<file path="config.mk">
export PLATFORM = sky130hd
export DESIGN_NAME = dm_access_ctrl
export DESIGN_NICKNAME = d
export VERILOG_FILES = /design/src/rtl/dm_access_ctrl.sv
export SDC_FILE = /design/constraint.sdc
export NUM_CORES = 1
export LEC_CHECK = 0
export CORE_MARGIN = 2
export CORE_UTILIZATION = 54
export CTS_CLUSTER_DIAMETER = 150
export CTS_CLUSTER_SIZE = 12
export DETAILED_ROUTE_END_ITERATION = 10
export PLACE_DENSITY = 0.85
export SETUP_SLACK_MARGIN = 0.3
export SYNTH_ARGS = -nofsm -noshare
export SYNTH_HDL_FRONTEND = slang
export SYNTH_SLANG_ARGS = --single-unit
</file>
<file path="constraint.sdc">
create_clock -name clk -period 8.9 [get_ports clk]
set_clock_uncertainty 0.2 [all_clocks]
set_input_delay 0.89 -clock clk [delete_from_list [all_inputs] [get_ports clk]]
set_output_delay 0.89 -clock clk [all_outputs]
set_load 0.02 [all_outputs]
</file>
<file path="src/rtl/dm_access_ctrl.sv">
// Data-memory access controller: a two-entry store queue that drains ahead of
// loads, a single-outstanding memory request port with a wait-cycle timeout,
// and a registered load-complete handshake (DMdone) for the stall unit.
module dm_access_ctrl #(
    parameter int unsigned TIMEOUT = 16
) (
    input  logic        clk,
    input  logic        reset,
    input  logic        is_Ld,
    input  logic        is_St,
    input  logic        pipe_stall,
    input  logic [31:0] dm_addr,
    input  logic [31:0] dm_wdata,
    output logic        DMdone,
    output logic [31:0] ld_data,
    output logic        st_full,
    output logic        mem_req,
    output logic        mem_we,
    output logic [31:0] mem_addr,
    output logic [31:0] mem_wdata,
    input  logic [31:0] mem_rdata,
    input  logic        mem_ack,
    output logic        bus_err
);

    typedef enum logic [1:0] {
        IDLE    = 2'd0,
        ST_BUSY = 2'd1,
        LD_BUSY = 2'd2,
        LD_DONE = 2'd3
    } state_t;

    state_t      r_state;
    state_t      w_next;

    logic [31:0] r_q_addr [2];
    logic [31:0] r_q_data [2];
    logic        r_head;
    logic [1:0]  r_count;
    logic [7:0]  r_wait;

    logic        w_enq;
    logic        w_pop;
    logic        w_tail;
    logic        w_tmo;
    logic        w_busy;

    // A load in the same slot as a store wins; the store is never queued.
    assign st_full = (r_count == 2'd2);
    assign w_enq   = is_St && !is_Ld && !pipe_stall && !st_full;
    assign w_tail  = r_head ^ (r_count == 2'd1);
    assign w_busy  = (r_state == ST_BUSY) || (r_state == LD_BUSY);
    assign w_tmo   = w_busy && !mem_ack && (r_wait == 8'(TIMEOUT - 1));
    assign w_pop   = (r_state == ST_BUSY) && (mem_ack || w_tmo);

    // State register.
    always_ff @(posedge clk) begin
        if (reset) r_state <= IDLE;
        else       r_state <= w_next;
    end

    // Next-state: queued stores always drain before a pending load issues.
    always_comb begin
        w_next = r_state;
        case (r_state)
            IDLE: begin
                if (r_count != 2'd0) w_next = ST_BUSY;
                else if (is_Ld)      w_next = LD_BUSY;
            end
            ST_BUSY: if (mem_ack || w_tmo) w_next = IDLE;
            LD_BUSY: if (mem_ack || w_tmo) w_next = LD_DONE;
            LD_DONE: if (!pipe_stall)      w_next = IDLE;
            default: w_next = IDLE;
        endcase
    end

    // Store queue pointers/occupancy; simultaneous push and pop keeps count.
    always_ff @(posedge clk) begin
        if (reset) begin
            r_head  <= 1'b0;
            r_count <= 2'd0;
        end else begin
            if (w_pop) r_head <= ~r_head;
            case ({w_enq, w_pop})
                2'b10:   r_count <= r_count + 2'd1;
                2'b01:   r_count <= r_count - 2'd1;
                default: r_count <= r_count;
            endcase
        end
    end

    // Store queue payload; contents are don't-care while the slot is empty.
    always_ff @(posedge clk) begin
        if (w_enq) begin
            r_q_addr[w_tail] <= dm_addr;
            r_q_data[w_tail] <= dm_wdata;
        end
    end

    // Wait counter: zero outside busy states, counts unacknowledged busy cycles.
    always_ff @(posedge clk) begin
        if (reset)                  r_wait <= '0;
        else if (w_busy && !mem_ack && !w_tmo) r_wait <= r_wait + 8'd1;
        else                        r_wait <= '0;
    end

    // Registered memory-port and pipeline outputs, updated on state transitions.
    always_ff @(posedge clk) begin
        if (reset) begin
            DMdone    <= 1'b0;
            ld_data   <= '0;
            mem_req   <= 1'b0;
            mem_we    <= 1'b0;
            mem_addr  <= '0;
            mem_wdata <= '0;
            bus_err   <= 1'b0;
        end else begin
            case (r_state)
                IDLE: begin
                    if (r_count != 2'd0) begin
                        mem_req   <= 1'b1;
                        mem_we    <= 1'b1;
                        mem_addr  <= r_q_addr[r_head];
                        mem_wdata <= r_q_data[r_head];
                    end else if (is_Ld) begin
                        mem_req  <= 1'b1;
                        mem_we   <= 1'b0;
                        mem_addr <= dm_addr;
                    end
                end
                ST_BUSY: begin
                    if (mem_ack || w_tmo) begin
                        mem_req <= 1'b0;
                        mem_we  <= 1'b0;
                    end
                    if (w_tmo) bus_err <= 1'b1;
                end
                LD_BUSY: begin
                    if (mem_ack) begin
                        ld_data <= mem_rdata;
                        DMdone  <= 1'b1;
                        mem_req <= 1'b0;
                    end else if (w_tmo) begin
                        ld_data <= '0;
                        DMdone  <= 1'b1;
                        mem_req <= 1'b0;
                        bus_err <= 1'b1;
                    end
                end
                LD_DONE: begin
                    if (!pipe_stall) DMdone <= 1'b0;
                end
                default: ;
            endcase
        end
    end

endmodule

</file>
==> impl_metrics.ini <==
[sta]
setup_viol = 0
fmax_ghz = 0.3157
worst_pin_slew_ns = 1.160
drv_slew = 0
grt_setup_unrepaired = false
hold_violations = 0
max_slew_margin_pct = 22.65
tns_ns = 0
post-route-period-util_pct = 35.60
fin_crit_ns = 3.168

[synthesis]
synthTopCellsByCount = edfxtp_1, dfxtp_1, mux2i_1, nor2_1, o21ai_0
syn-instance-count = 669
yosysTopAreaCell = edfxtp_1
synth_area_um2 = 8990
syn_avg_cell_area_um2 = 13.44
ys_ff_latch = 242
synth.area.top_cells = edfxtp_1, dfxtp_1, mux2i_1, nor2_1, a22o_1
synth_warnings = 0
synth_top_area_share_pct = 42.76
ys_async_sr_fraction_pct = 0
synth_flop_cell = edfxtp_1
synth.most_common_cell = edfxtp_1
synth-edff-count = 128
syn_nets = 782
synth_cell_types = 41
yosysSeqAreaShare_pct = 68.14

[worst_setup_path]
reg2reg_slack_ns = 5.96
worstPathMaxFanout = 64
cp_slowest_stage_delay_ns = 0.83
rr_worst_depth = 7
cp-start-kind = input port
crit_type = input port to flip-flop
crit_buf_inv = 2
arrival_ns = 3.08
cp-end-kind = flip-flop
reg2reg_to = mem_addr[3]$_SDFFE_PP0P_
cp-startpoint = is_Ld
rr_startpoint = r_count[1]$_SDFFE_PP0P_
path_cells = clkdlybuf4s50_1 > or4b_2 > nor2b_4 > buf_4
cp_data_required_time_ns = 8.81
cp_slowest_cell = or4b_2
cp_top_family = buffers and inverters

[placement]
placedCellCount = 1055
gp_congestion = 0.7935
dp_hpwl_mm = 12.74
port_buffers = 202
place_area_um2 = 11160

[routing]
num_vias = 6040
dr.first_iter.drc_count = 344
postRouteAntennaNets = 0
drc_errors = 0
via_per_inst = 5.506
drt_wl_total_mm = 19.76
drt_first_pass_iters = 4
wl_per_cell_um = 18.01

[hold_path]
hold_path.class = flip-flop to flip-flop
whs_path_depth = 1
hold_path.startpoint = r_wait[0]$_SDFF_PP0_
hold-path-endpoint = r_wait[0]$_SDFF_PP0_

[grt]
antenna_found_initial = 0
grt_pass1_vias = 6074
grt_pass1_wl_mm = 31.32
groute.usage.overall_pct = 22.01
grt_overflow = 0
grt_max_degree = 78

[power]
total_power_mw = 3.437
max-vdd-ir-drop_v = 0.0002094
p_leak_nw = 4.224
cellPowerDensity_nw_per_um2 = 289.7

[cts]
tritoncts = built
clk_pin_slew_worst_paths_ns = 0.06
ctsResizeCount = 0
cts_buffer_depth = 3
cts_hold_buf = 0
clock_tree.root_cell = clkbuf_16
cts.sinks = 242
cts_inserted_buffers = 24
insertion_delay_ns = 0.49
post_cts.repair.setup_buffers = 0
h-tree-depth = 1

[final_layout]
syn_to_final_growth_pct = 31.94
diodes = 0
final_cells = 1097
post-route-util_pct = 72.29
nets = 974
fin_area_um2 = 11860
drive_above_1_share_pct = 5.245
n_fill_cell = 1048

[die]
num_rows = 47
die_y_um = 133.0
initial_core_util_pct = 54.79
ios = 203
core-area_um2 = 16410
die-width_um = 133.0
die_area_um2 = 17700

[outcome]
status = completed

[job]
cap_violations = 0
## cells by family (layout without fill, tap and decap cells)
kind of cell | count (synthesis) | count (layout) | share of synthesized area (%)
AOI/OAI and AO/OA | 121 | 121 | 9.408
xor gates and xnor gates | 9 | 9 | 0.8769
adders and majority gates | 11 | 11 | 1.531
buffers and inverters | 52 | 260 | 2.617
DFF | 242 | 242 | 68.14
muxes | 97 | 97 | 10.80
and+or+nand+nor | 137 | 137 | 6.625
## metal layers
metal,vias to the layer above,routed length [µm],GRT usage [%]
li1,2832,-,-
met1,2934,8240,29.38
met2,234,9650,36.64
met3,40,1438,4.406
met4,0,428,6.691
met5,-,0,0
## final cells by class
type                       instances  area (µm²)  share of cell area (%)
tap                              220       275.3                   2.321
clock inverter                     1       11.26                 0.09494
multi-input combinational        375        2665                   22.47
timing repair buffer             207        2054                   17.32
inverter                          11       41.29                  0.3481
clock buffer                      41       685.7                   5.781
sequential                       242        6128                   51.67
## worst register-to-register path: cells and delay by family (launching register included)
kind                     cells  cell delay (ns)
adder cells (fa/ha/maj)      1             0.97
buffers and inverters        3             0.79
flip-flops                   1             0.32
multiplexers                 1             0.27
AO/OA/AOI/OAI                1             0.19
AND/OR/NAND/NOR              1             0.06
## placed cells by master (no fill, tap or decap), types with 2 or more instances in the layout
cell type,n
clkdlybuf4s50_1,201
edfxtp_1,128
dfxtp_1,112
mux2i_1,97
nor2_1,75
o21ai_0,37
a211oi_1,35
nand2_1,34
a22o_1,31
clkbuf_16,25
clkbuf_1,16
inv_1,11
ha_1,10
a21oi_1,9
xor2_1,6
nor3_1,5
buf_4,5
nand3_1,4
xnor2_1,3
and3_1,2
nor2b_4,2
or4_1,2
nand4_1,2
and2_1,2
or3_1,2
dfxtp_2,2
## worst max-delay path by stage
stage | end | slack [ns] | cells past startpoint
finish | r_q_data[0][27]$_DFFE_PP_ | 5.73 | 4
floorplan | r_q_addr[0][0]$_DFFE_PP_ | 3.76 | 2
CTS | r_q_data[1][2]$_DFFE_PP_ | 5.74 | 4
detailed placement | r_q_data[1][23]$_DFFE_PP_ | 5.27 | 4
global route | r_q_data[1][2]$_DFFE_PP_ | 5.67 | 4
global placement | r_q_data[1][18]$_DFFE_PP_ | 5.31 | 4
## where the power goes
| group | internal (mW) | switching (mW) | total [mW] |
|---|---|---|---|
| Sequential | 1.35 | 0.125 | 1.48 |
| Clock | 0.522 | 0.387 | 0.909 |
| Combinational | 0.486 | 0.562 | 1.05 |
## metrics by stage
stage | hold slack, ns | setup slack [ns]
after floorplan | 0.2255 | 3.755
after global placement | 0.2406 | 5.310
after detailed placement | 0.2506 | 5.272
after CTS | 0.2626 | 5.743
after global routing | 0.2797 | 5.666
final | 0.2559 | 5.732
## sequential cells by signal (all words and copies together), names as in the netlist, named ones only
register / cells
ld_data: 32
DMdone: 1
mem_wdata: 32
r_wait: 8
r_state: 2
mem_req: 1
mem_we: 1
r_q_addr: 64
r_q_data: 64
r_head: 1
mem_addr: 32
bus_err: 1
r_count: 2
Power figures use the tool's default switching activity.
